===== src/rtl/inst_fifo.sv =====
// Circular instruction buffer between fetch and ID: registered {inst, pc} storage,
// head presented combinationally from registers, flush-able, with early fetch back-pressure.
module inst_fifo #(
  parameter int DEPTH       = 16,
  parameter int ADDR_W      = 4,
  parameter int FULL_MARGIN = 1
) (
  input  logic              clk,
  input  logic              rst,
  input  logic              rdy,
  input  logic              clear,
  input  logic              fetch_valid,
  input  logic [31:0]       fetch_inst,
  input  logic [31:0]       fetch_pc,
  output logic              fetch_stall,
  input  logic              id_enable,
  output logic              queue_is_empty,
  output logic [31:0]       head_inst,
  output logic [31:0]       head_pc,
  output logic [ADDR_W:0]   count,
  output logic              overflow_err
);

  typedef struct packed {
    logic [31:0] inst;
    logic [31:0] pc;
  } entry_t;

  localparam logic [ADDR_W:0] FULL_CNT  = (ADDR_W+1)'(DEPTH);
  localparam logic [ADDR_W:0] STALL_CNT = (ADDR_W+1)'(DEPTH - FULL_MARGIN);

  entry_t            mem_q [DEPTH];
  entry_t            head_e;
  logic [ADDR_W-1:0] head_q, head_d, tail_q, tail_d;
  logic [ADDR_W:0]   cnt_q, cnt_d;
  logic              ovf_q, ovf_d;
  logic              active, push_ok, pop_ok;

  always_comb begin
    active  = rdy & ~clear;
    push_ok = active & fetch_valid & (cnt_q != FULL_CNT);
    pop_ok  = active & id_enable & (cnt_q != '0);
    head_d  = head_q;
    tail_d  = tail_q;
    cnt_d   = cnt_q;
    ovf_d   = ovf_q;
    // Flush wins over any same-cycle push/pop; the sticky overflow flag survives it.
    if (rdy & clear) begin
      head_d = '0;
      tail_d = '0;
      cnt_d  = '0;
    end else begin
      if (push_ok) tail_d = tail_q + 1'b1;
      if (pop_ok)  head_d = head_q + 1'b1;
      if (push_ok & ~pop_ok)      cnt_d = cnt_q + 1'b1;
      else if (pop_ok & ~push_ok) cnt_d = cnt_q - 1'b1;
      if (active & fetch_valid & ~push_ok) ovf_d = 1'b1;
    end
  end

  always_ff @(posedge clk or negedge rst) begin
    if (!rst) begin
      head_q <= '0;
      tail_q <= '0;
      cnt_q  <= '0;
      ovf_q  <= 1'b0;
    end else begin
      head_q <= head_d;
      tail_q <= tail_d;
      cnt_q  <= cnt_d;
      ovf_q  <= ovf_d;
    end
  end

  // Storage needs no reset: it is only observable through head when cnt != 0.
  always_ff @(posedge clk) begin
    if (push_ok) mem_q[tail_q] <= '{inst: fetch_inst, pc: fetch_pc};
  end

  always_comb begin
    head_e         = mem_q[head_q];
    queue_is_empty = (cnt_q == '0);
    head_inst      = queue_is_empty ? 32'h0 : head_e.inst;
    head_pc        = queue_is_empty ? 32'h0 : head_e.pc;
    count          = cnt_q;
    fetch_stall    = (cnt_q >= STALL_CNT);
    overflow_err   = ovf_q;
  end

endmodule


===== config.mk =====
export PLATFORM = sky130hd
export DESIGN_NAME = inst_fifo
export DESIGN_NICKNAME = d
export VERILOG_FILES = /design/src/rtl/inst_fifo.sv
export SDC_FILE = /design/constraint.sdc
export NUM_CORES = 1
export LEC_CHECK = 0
export BUFFER_PORTS_ARGS = -buffer_cell sky130_fd_sc_hd__buf_2
export CAP_MARGIN = 20
export CORE_MARGIN = 3
export CORE_UTILIZATION = 50
export DETAILED_ROUTE_END_ITERATION = 8
export PLACE_DENSITY = 0.75
export SLEW_MARGIN = 20
export SYNTH_ARGS = -nofsm -noshare
export SYNTH_HDL_FRONTEND = slang
export SYNTH_SLANG_ARGS = --single-unit

===== constraint.sdc =====
create_clock -name clk -period 7.6 [get_ports clk]
set_input_delay 0.38 -clock clk [delete_from_list [all_inputs] [get_ports clk]]
set_output_delay 0.38 -clock clk [all_outputs]
set_load 0.01 [all_outputs]

**Word-level counts from Yosys, hierarchy flattened**

Memories as Yosys holds them, arrays and structs flattened.
Index checks and enable logic that the tools add are counted.

- Order comparisons: 1
- Reduce and logical (&&, ||, !) cells: 6
- Equal/unequal tests: 1
- Bitwise logic cells: 13
- Muxes and demuxes: 11
- Add/sub/neg operators: 4

Operator list:

| cell | number |
|---|---|
| $mux 32 | 2 |
| $mux 4 | 4 |
| $mux 5 | 3 |
| $and 1x1->1 | 9 |
| $add 4x1->4 const B | 2 |
| $add 5x1->5 const B | 1 |
| $ge 5x4->1 const B | 1 |
| $logic_not 5->1 | 1 |
| $ne 5x5->1 const B | 1 |
| $reduce_bool 5->1 | 1 |
| $sub 5x1->5 const B | 1 |
| $not 1->1 | 4 |
| $reduce_bool 2->1 | 2 |
| $reduce_bool 3->1 | 1 |
| $mux 1 | 2 |
| $reduce_and 2->1 | 1 |

- Word-level logic and storage cells: 41
- Bits in registers: 14
- Memories kept: 1
- RAM bits: 1024
- Output and inout bits: 72

Memory list:

| name | depth | width | read ports | clocked after Yosys merged registers in | write ports | RTL line | text |
|---|---|---|---|---|---|---|---|
| mem_q | 16 | 64 | 1 | 0 | 1 | 32 | `entry_t mem_q [DEPTH];` |

**Depth between registers and ports, before layout**

Gate-level depths: netlist of run 1.

- Depth after elaboration: 9
- Mapped depth: 10
- Depth with buffers taken out: 8

**Worst setup path before layout of run 1**

Ideal clock, no wire load.

- Path type: input to register
- Start: input rdy
- End: memory mem_q[15][0] (netlist bit) (enable)
- Path buffers: 1
- Path slack: 3.215 ns
- Stages on the path: 5
- Library setup time: 0.486 ns
- Arrival time: 3.899 ns
- Cells stage by stage: clkbuf_1 -> nand3b_1 -> a21oi_2 -> nand3_1 -> nor2_1

- Longest elaborated chain between the ends: 5

Ends and longest elaborated chain:

| element | RTL line | text |
|---|---|---|
| start, declared | 10 | `input logic rdy,` |
| $and 1x1->1 | 40 | `active = rdy & ~clear;` |
| $and 1x1->1 (2 in a row) | 41 | `push_ok = active & fetch_valid & (cnt_q != FULL_CNT);` |
| $mux 1 | 77 | `if (push_ok) mem_q[tail_q] <= '{inst: fetch_inst, pc: fetch_pc};` |
| $mux 1 (not written as such) | 77 |  |
| end, declared | 32 |  |

Every way passes these cells.

**Worst setup path in the final report of run 1**

- Start: register head_q[1]
- End: output head_pc[11]

- Longest elaborated chain between the ends: 2

Ends and longest elaborated chain:

| element | RTL line | text |
|---|---|---|
| start, declared | 34 | `logic [ADDR_W-1:0] head_q, head_d, tail_q, tail_d;` |
| start signal, assigned | 63 | `head_q <= '0;` |
| start signal, assigned | 68 | `head_q <= head_d;` |
| $mem_v2 16x64 | n/a |  |
| $mux 32 | 84 | `head_pc = queue_is_empty ? 32'h0 : head_e.pc;` |
| end, declared | 19 | `output logic [31:0] head_pc,` |

Every way passes these cells.

==> results.sh, run 1 <==
export IMPL_grt_max_degree=151
export IMPL_ys_seq_elements=1038
export IMPL_final_period_utilization_pct=52.9
export IMPL_cp_slowest_cell="dfrtp_4"
export IMPL_fin_skew_ns=0.0296
export IMPL_hold_class="input pin to flip-flop"
export IMPL_crit_arrival_ns=3.64
export IMPL_multi_input_area_um2=8310
export IMPL_area_growth_syn_to_layout_pct=12.8
export IMPL_die_area_um2=83100
export IMPL_grt_setup_unrepaired="false"
export IMPL_finalNetCount=1949
export IMPL_clock_latency_ns=0.67
export IMPL_tightest_slew_ns=1.01
export IMPL_finalHoldViolCount=0
export IMPL_initial_core_util_pct=50.9
export IMPL_met2_usage_pct=35.6
export IMPL_cts_setup_buffers=0
export IMPL_tns_ns=0
export IMPL_root_buffer="clkbuf_16"
export IMPL_cp_max_fo=58
export IMPL_vias=18190
export IMPL_routed_wl_um=85300
export IMPL_numCtsBuffers=102
export IMPL_die_w_um=288
export IMPL_synth_distinct_cells=48
export IMPL_total_power_mw=14.7
export IMPL_synth_top_area_share_pct=77.2
export IMPL_p_leak_nw=13.9
export IMPL_use_met3_pct=3.87
export IMPL_final_cell_mix="edfxtp_1, mux4_2, buf_2"
export IMPL_cts_tree="built"
export IMPL_yosys_area_top_type="edfxtp_1"
export IMPL_ir_worst_vdd_v=0.000259
export IMPL_async_flop_share_pct=1.35
export IMPL_track_usage_pct=20.8
export IMPL_register_area_um2=31100
export IMPL_clkSinkCount=1038
export IMPL_critPathRequiredTime_ns=7.22
export IMPL_synth_fp_nets=1771
export IMPL_first_iter_violations=2112
export IMPL_fmax_mhz=249
export IMPL_final_common_cell="edfxtp_1"
export IMPL_postRouteAntennaNets=0
export IMPL_clk_path_buf_depth=3
export IMPL_cts_htree_levels=3
export IMPL_grt_busiest_layer="met2"
export IMPL_clk_pin_slew_ns=0.06
export IMPL_wire_per_inst_um=28.4
export IMPL_syn_mean_instance_area_um2=23.6
export IMPL_ys_warn_count=0
export IMPL_setup_violations_final=0
export IMPL_drt_first_pass_iters=5
export IMPL_place_hpwl_um=43600
export IMPL_cap_viol_max_count=0
export IMPL_netlist_area_um2=39900
export IMPL_grt_first_pass_wirelength_um=126000
export IMPL_critPathMaxStageDelay_ns=0.94
export IMPL_pwr_density_cell_nw_per_um2=327
export IMPL_start_kind="flip-flop"
export IMPL_path_cells="buf_4, mux4_2, mux2i_1, o22ai_1, buf_2"
export IMPL_pre_cts_ws_ns=4.02
export IMPL_grtUsageMet1_pct=27.7
export IMPL_coreArea_um2=78200
export IMPL_finalWorstSetupSlack_ns=3.58
export IMPL_placementRows=102
export IMPL_vias_per_cell=6.06
export IMPL_period_minus_slack_ns=4.02
export IMPL_endpoint_kind="output pin"
export IMPL_crit_type="flip-flop to output pin"
export IMPL_gp_congestion=0.715
export IMPL_netlist_top_cells_area="edfxtp_1, mux4_2, mux2i_1, o22ai_1, dfrtp_1"
export IMPL_seq_area_frac_synth_pct=78.0
export IMPL_grt_pass1_vias=19127
export IMPL_drive_above_1_share_pct=30.5
export IMPL_status="finished, final reports clean"
export IMPL_maxSlewViolCount=0
export IMPL_drc_errors=0
export IMPL_portBuffers=141
export IMPL_final_fill_count=5417
export IMPL_synthCells=1691
export IMPL_relSlewSlack_pct=32.5
export IMPL_synth_edff_count=1024
export IMPL_die_h_um=288
export IMPL_overflow=0
export IMPL_synth_main_ff_cell="edfxtp_1"
export IMPL_antenna_found_initial=13
export IMPL_io_pins=142
per-layer routing:
layer | wire, µm | vias to the layer above
li1 | - | 7613
met1 | 32900 | 9698
met5 | 67 | -
met4 | 1910 | 10
met3 | 6050 | 140
met2 | 44400 | 729
final cells by class:
class,count,share of cell area [%]
Inverter,7,0.0585
Tap cell,1040,2.90
Multi-Input combinational cell,551,18.5
Clock buffer,124,5.86
Antenna cell,7,0.0390
Clock inverter,65,1.31
Timing Repair Buffer,169,2.14
Sequential cell,1038,69.2
where the power goes:
group / internal (mW) / total (mW) / switching [mW]
registers: 6.36 / 6.51 / 0.149
clock network: 2.75 / 4.85 / 2.10
logic: 1.58 / 3.35 / 1.77
critical path: cells and delay by family, from the launching register on:
family | cells | cell delay (ns)
buf+inv | 2 | 0.96
flops | 1 | 0.94
mux | 2 | 0.84
compound gates | 1 | 0.15
final timing paths:
| path | start | to | slack [ns] | cells past startpoint |
|---|---|---|---|---|
| setup / recovery | head_q[1]$_DFFE_PN0P_ | head_pc[11] | 3.58 | 5 |
| hold / removal | clear | head_q[0]$_DFFE_PN0P_ | 0.08 | 2 |
| setup reg to reg | count[0]$_DFFE_PN0P_ | mem_q[2][40]$_DFFE_PP_ | 4.22 | 5 |
| hold reg to reg | overflow_err$_DFFE_PN0P_ | overflow_err$_DFFE_PN0P_ | 0.50 | 1 |
| max in group asynchronous | rst | head_q[0]$_DFFE_PN0P_ | 7.14 | 2 |
| min in group asynchronous | rst | head_q[2]$_DFFE_PN0P_ | 0.17 | 2 |
flip-flops by register name, indices dropped and copies added (netlist names):
| name | cells |
|---|---|
| tail_q | 4 |
| head_q | 4 |
| overflow_err | 1 |
| mem_q | 1024 |
| count | 5 |
metrics by stage:
stage / instance area, µm² / util (%) / cells / hold WS (ns)
after floorplan: 39900 / - / 1691 / 0.0844
after global placement: 41700 / 53.3 / 2804 / 0.296
after detailed placement: 41700 / 53.3 / 2804 / 0.306
after CTS: 44900 / 57.4 / 2994 / 0.0411
after global routing: 44900 / 57.4 / 2995 / 0.0830
final: 44900 / 57.5 / 3001 / 0.0844
cell usage after synthesis (4+ instances only):
library cell and count:
edfxtp_1 1024, mux4_2 256, mux2i_1 133, o22ai_1 66
buf_2 38, clkbuf_1 37, dfrtp_1 14, and2_1 12
buf_1 11, nand2_1 10, a21oi_1 9, ha_1 9
buf_6 8, inv_1 7, xnor2_1 5, nand2b_1 4
o211ai_1 4
cells by family after synthesis:
| group | synth area share, % |
|---|---|
| fa+ha+maj | 0.333 |
| xor+xnor | 0.110 |
| flops | 78.0 |
| mux | 17.9 |
| buf+inv | 1.24 |
| compound gates | 1.58 |
| simple gates | 0.835 |
what timing repair did:
action	4_1_cts	5_1_grt
resized for setup	0	0
hold buffers	1	0
endpoints found under the hold margin	14	0
(Power assumes the default switching activity.)
==> run 2: changes to the inputs <==
==> constraint.sdc (replaced) <==
create_clock -name clk -period 4.1 [get_ports clk]
set_input_delay 0.205 -clock clk [delete_from_list [all_inputs] [get_ports clk]]
set_output_delay 0.205 -clock clk [all_outputs]
set_load 0.01 [all_outputs]
==> run 2 against run 1 <==
Net effect:
- global-route usage fell by 0.28 points
- first-iteration DRC count fell by 21%
- clock power up 90%
- register-to-register slack got worse by 3.3 ns
- sequential share of layout area fell by 1.7 points
- worst setup slack lost 3.3 ns
- sequential cell count is the same
- sequential power increased by 87%
- largest power group unchanged
==> results.sh, run 2 (same netlist as run 1, synthesis figures left out) <==
export IMPL_finalHoldViolCount=0
export IMPL_setup_violations_final=0
export IMPL_final_fill_count=5377
export IMPL_fin_skew_ns=0.0231
export IMPL_cts_hold_buf=70
export IMPL_crit_arrival_ns=3.61
export IMPL_routed_wl_um=83900
export IMPL_status="finished, final reports clean"
export IMPL_vias_per_cell=6.02
export IMPL_finalNetCount=2038
export IMPL_comb_power_share_pct=23.1
export IMPL_critPathMaxStageDelay_ns=0.66
export IMPL_drive_above_1_share_pct=30.3
export IMPL_grt_max_degree=65
export IMPL_hold_depth=4
export IMPL_gp_congestion=0.730
export IMPL_p_sw_share_pct=27.0
export IMPL_path_cells="or4_4, o21ai_4, buf_4, o22ai_1, buf_2"
export IMPL_antenna_found_initial=1
export IMPL_clk_path_buf_depth=3
export IMPL_portBuffers=141
export IMPL_grt_first_pass_wirelength_um=126000
export IMPL_cts_htree_levels=3
export IMPL_die_area_um2=83100
export IMPL_switchingPower_mw=7.49
export IMPL_grt_pass1_vias=19524
export IMPL_grt_setup_unrepaired="false"
export IMPL_cp_slowest_cell="or4_4"
export IMPL_crit_type="flip-flop to output pin"
export IMPL_cap_viol_max_count=0
export IMPL_place_hpwl_um=43700
export IMPL_placementRows=102
export IMPL_pwr_density_cell_nw_per_um2=602
export IMPL_clkPwrFrac_pct=33.2
export IMPL_p_leak_nw=14.4
export IMPL_clk_pin_slew_ns=0.06
export IMPL_overflow=0
export IMPL_cts_tree="built"
export IMPL_hp_start="fetch_valid"
export IMPL_hold_path_endpoint="overflow_err$_DFFE_PN0P_"
export IMPL_pwr_share_seq_pct=43.7
export IMPL_die_w_um=288
export IMPL_clkSinkCount=1038
export IMPL_cts_resized=0
export IMPL_coreArea_um2=78200
export IMPL_wire_per_inst_um=27.2
export IMPL_largest_reg_flops=1024
export IMPL_relSlewSlack_pct=31.1
export IMPL_drt_first_pass_iters=7
export IMPL_r2r_end="mem_q[2][58]$_DFFE_PP_"
export IMPL_period_minus_slack_ns=3.82
export IMPL_io_pins=142
export IMPL_track_usage_pct=20.5
export IMPL_final_period_utilization_pct=93.1
export IMPL_root_buffer="clkbuf_16"
export IMPL_numCtsBuffers=102
export IMPL_vias=18575
export IMPL_hold_class="input pin to flip-flop"
export IMPL_rrSetupSlack_ns=0.93
export IMPL_final_cell_mix="edfxtp_1, mux4_2, buf_2"
export IMPL_fmax_mhz=262
export IMPL_ir_worst_vdd_v=0.000408
export IMPL_multi_input_area_um2=8310
export IMPL_cp_max_fo=34
export IMPL_endpoint_kind="output pin"
export IMPL_tightest_slew_ns=1.03
export IMPL_r2r_start="count[0]$_DFFE_PN0P_"
export IMPL_drc_errors=0
export IMPL_critPathRequiredTime_ns=3.89
export IMPL_power_internal_mw=20.3
export IMPL_first_iter_violations=1663
export IMPL_postRouteAntennaNets=0
export IMPL_area_growth_syn_to_layout_pct=15.7
export IMPL_tns_ns=0
export IMPL_final_common_cell="edfxtp_1"
export IMPL_worst_r2r_path_depth=5
export IMPL_crit_start="count[0]$_DFFE_PN0P_"
export IMPL_register_area_um2=31100
export IMPL_cts_setup_buffers=0
export IMPL_start_kind="flip-flop"
export IMPL_die_h_um=288
export IMPL_largest_register="mem_q"
export IMPL_maxSlewViolCount=0
export IMPL_hold_ws_ns=0.0944
export IMPL_clock_latency_ns=0.65
export IMPL_initial_core_util_pct=50.9
==> run 2: critical path, delay by kind of cell (launching register included) <==
kind / cells / cell delay (ns)
AND/OR/NAND/NOR: 1 / 0.66
buffers and inverters: 2 / 0.88
flip-flops: 1 / 0.51
AO/OA/AOI/OAI: 2 / 0.88
==> run 2: per-layer routing <==
metal  wire length, µm  vias to the layer above  GRT usage, %
li1                  -                     7798             -
met4              1720                        2          5.08
met5                13                        -             0
met1             33300                     9919          28.1
met3              5810                      127          3.72
met2             43000                      729          34.7
==> run 2: per-stage QoR <==
stage	worst slack, ns	utilization, %	instance area (µm²)	total power, mW	std cells
CTS	0.323	58.9	46100	28.1	3080
detailed placement	0.991	53.7	42000	18.8	2822
floorplan	0.840	-	39900	16.7	1691
finish	0.284	58.9	46100	27.8	3083
global route	0.146	58.9	46100	28.8	3082
global placement	0.973	53.7	42000	18.7	2821
==> run 2: worst max-delay path by stage <==
| stage | end | cells after the start |
|---|---|---|
| after floorplan | mem_q[0][0]$_DFFE_PP_ | 5 |
| after global placement | head_pc[2] | 5 |
| after detailed placement | mem_q[2][28]$_DFFE_PP_ | 6 |
| after CTS | head_pc[2] | 5 |
| after global routing | head_inst[0] | 5 |
| final | head_inst[0] | 5 |
==> run 2: cell type report <==
type                    count  area share [%]
diodes                      1         0.00543
clock buffers             120            5.68
clock inverters            68            1.50
inverters                   7          0.0570
multi-input cells         551            18.0
flip-flops and latches   1038            67.5
well taps                1040            2.82
repair buffers            258            4.44
==> run 2: power by group through the flow <==
stage / logic [mW] / clock network, mW / registers (mW)
after floorplan: 4.60 / 0 / 12.1
after global placement: 6.32 / 0 / 12.4
after detailed placement: 6.43 / 0 / 12.4
after CTS: 6.53 / 9.38 / 12.2
after global routing: 6.89 / 9.78 / 12.2
final: 6.40 / 9.23 / 12.2
==> run 3: changes to the inputs <==
--- a/config.mk
+++ b/config.mk
@@ -9,6 +9,7 @@
 export CAP_MARGIN = 20
 export CORE_MARGIN = 3
 export CORE_UTILIZATION = 50
+export CTS_BUF_LIST = sky130_fd_sc_hd__clkbuf_8
 export DETAILED_ROUTE_END_ITERATION = 8
 export PLACE_DENSITY = 0.75
 export SLEW_MARGIN = 20
==> run 3 against run 2 <==
Net effect:
- critical path depth did not move
- final cell count up 3.4%
- routed wire length hardly changed
- first-iteration DRC count increased by 2.3%
- maximum frequency rose by 1.7%
- clock-buffer cell count up 48
- combinational power about the same
==> results.sh, run 3 (same netlist as run 1, synthesis figures left out) <==
export IMPL_clkSinkCount=1038
export IMPL_portBuffers=141
export IMPL_cp_max_fo=34
export IMPL_tns_ns=0
export IMPL_hold_class="input pin to flip-flop"
export IMPL_fin_skew_ns=0.0542
export IMPL_clkPwrFrac_pct=30.7
export IMPL_post_dp_cell_area_um2=42000
export IMPL_vias=18922
export IMPL_track_usage_pct=20.6
export IMPL_switchingPower_mw=7.64
export IMPL_drive_above_1_share_pct=31.8
export IMPL_largest_register="mem_q"
export IMPL_vias_per_cell=5.93
export IMPL_crit_path_end="head_inst[0]"
export IMPL_cp_depth=5
export IMPL_die_w_um=288
export IMPL_grt_max_degree=65
export IMPL_power_internal_mw=19.1
export IMPL_comb_power_share_pct=23.9
export IMPL_finalHoldViolCount=0
export IMPL_tightest_slew_ns=1.04
export IMPL_start_kind="flip-flop"
export IMPL_clk_path_buf_depth=3
export IMPL_placementRows=102
export IMPL_endpoint_kind="output pin"
export IMPL_crit_type="flip-flop to output pin"
export IMPL_status="finished, final reports clean"
export IMPL_total_power_mw=26.8
export IMPL_setup_violations_final=0
export IMPL_crit_start="count[0]$_DFFE_PN0P_"
export IMPL_crit_arrival_ns=3.55
export IMPL_drt_first_pass_iters=5
export IMPL_pre_cts_ws_ns=0.991
export IMPL_rrSetupSlack_ns=0.91
export IMPL_path_cells="or4_4, o21ai_4, buf_6, o22ai_1, buf_2"
export IMPL_critPathRequiredTime_ns=3.89
export IMPL_pwr_share_seq_pct=45.4
export IMPL_cpLargestDelayFamily="compound AO/OA/AOI/OAI gates"
export IMPL_pwr_density_cell_nw_per_um2=584
export IMPL_cts_htree_levels=4
export IMPL_die_area_um2=83100
export IMPL_io_pins=142
export IMPL_crit_buf_inv=2
export IMPL_critPathMaxStageDelay_ns=0.66
export IMPL_coreArea_um2=78200
export IMPL_root_buffer="clkbuf_8"
export IMPL_p_sw_share_pct=28.6
export IMPL_r2r_start="count[0]$_DFFE_PN0P_"
export IMPL_antenna_found_initial=3
export IMPL_postRouteAntennaNets=0
export IMPL_grt_pass1_vias=19994
export IMPL_p_leak_nw=14.5
export IMPL_overflow=0
export IMPL_initial_core_util_pct=50.9
export IMPL_grt_first_pass_wirelength_um=126000
export IMPL_die_h_um=288
export IMPL_worst_r2r_path_depth=5
export IMPL_fmax_mhz=267
export IMPL_routed_wl_um=84000
export IMPL_clk_pin_slew_ns=0.07
export IMPL_finalWorstSetupSlack_ns=0.348
export IMPL_ir_worst_vdd_v=0.000367
export IMPL_place_hpwl_um=43700
export IMPL_first_iter_violations=1702
export IMPL_final_period_utilization_pct=91.5
export IMPL_r2r_end="mem_q[2][56]$_DFFE_PP_"
export IMPL_stdcell_area_um2=45900
export IMPL_drc_errors=0
export IMPL_maxSlewViolCount=0
export IMPL_hold_ws_ns=0.272
export IMPL_clock_latency_ns=0.82
export IMPL_numCtsBuffers=164
export IMPL_final_common_cell="edfxtp_1"
export IMPL_cp_slowest_cell="or4_4"
export IMPL_cap_viol_max_count=0
export IMPL_cts_tree="built"
export IMPL_grt_setup_unrepaired="false"
export IMPL_relSlewSlack_pct=31.0
export IMPL_period_minus_slack_ns=3.75
export IMPL_largest_reg_flops=1024
export IMPL_final_cell_mix="edfxtp_1, mux4_2, clkbuf_8"
export IMPL_area_growth_syn_to_layout_pct=15.1
export IMPL_wire_per_inst_um=26.3
export IMPL_finalNetCount=2101
export IMPL_gp_congestion=0.730
## run 3: worst reg2reg max path: stages (launching register included)
cell and delay [ns]:
dfrtp_1 0.56, nor4_2 0.18, a21oi_2 0.47, nor3b_1 0.50, and2_4 0.72, buf_4 0.42
## run 3: per-layer routing
| layer | vias up | GRT usage [%] | wire length [µm] |
|---|---|---|---|
| met4 | 2 | 6.85 | 1850 |
| met2 | 790 | 34.1 | 42500 |
| li1 | 7955 | - | - |
| met5 | - | 0 | 16 |
| met3 | 139 | 4.63 | 6010 |
| met1 | 10036 | 27.6 | 33600 |
## run 3: area by class of cell
class | instances | area, µm²
clock inverters | 124 | 738
repair buffers | 259 | 2060
inverters | 7 | 26.3
flip-flops and latches | 1038 | 31100
well taps | 1040 | 1300
clock buffers | 168 | 2310
multi-input cells | 551 | 8310
fillers | 5473 | 32400
diodes | 2 | 5.00
## run 3: how the worst min path moves through the flow
stage / startpoint / to / slack (ns) / cells past startpoint
CTS: clear / tail_q[0]$_DFFE_PN0P_ / 0.18 / 3
global placement: rst / count[2]$_DFFE_PN0P_ / 0.13 / 1
detailed placement: rst / count[2]$_DFFE_PN0P_ / 0.13 / 1
global route: clear / tail_q[0]$_DFFE_PN0P_ / 0.25 / 3
finish: clear / tail_q[0]$_DFFE_PN0P_ / 0.27 / 3
floorplan: rst / count[0]$_DFFE_PN0P_ / -0.09 / 0
## run 3: what timing repair did
action                                  in CTS  in global routing
gates resized for setup                      0                  1
endpoints found under the hold margin     1052                  0
setup buffers                                0                  0
hold buffers                                71                  0
endpoints found under the setup margin       0                  3
## run 3: through the flow
| stage | std cells | utilization [%] |
|---|---|---|
| after global placement | 2821 | 53.7 |
| after CTS | 3185 | 58.5 |
| after detailed placement | 2822 | 53.7 |
| after global routing | 3188 | 58.6 |
| after floorplan | 1691 | - |
| final | 3189 | 58.6 |
## run 3: power groups by stage
stage / clock [mW] / combinational (mW) / sequential, mW
2_1_floorplan: 0 / 4.60 / 12.1
3_3_place_gp: 0 / 6.32 / 12.4
3_5_place_dp: 0 / 6.43 / 12.4
4_1_cts: 8.40 / 6.52 / 12.2
5_1_grt: 8.86 / 6.88 / 12.2
6_report: 8.21 / 6.40 / 12.2
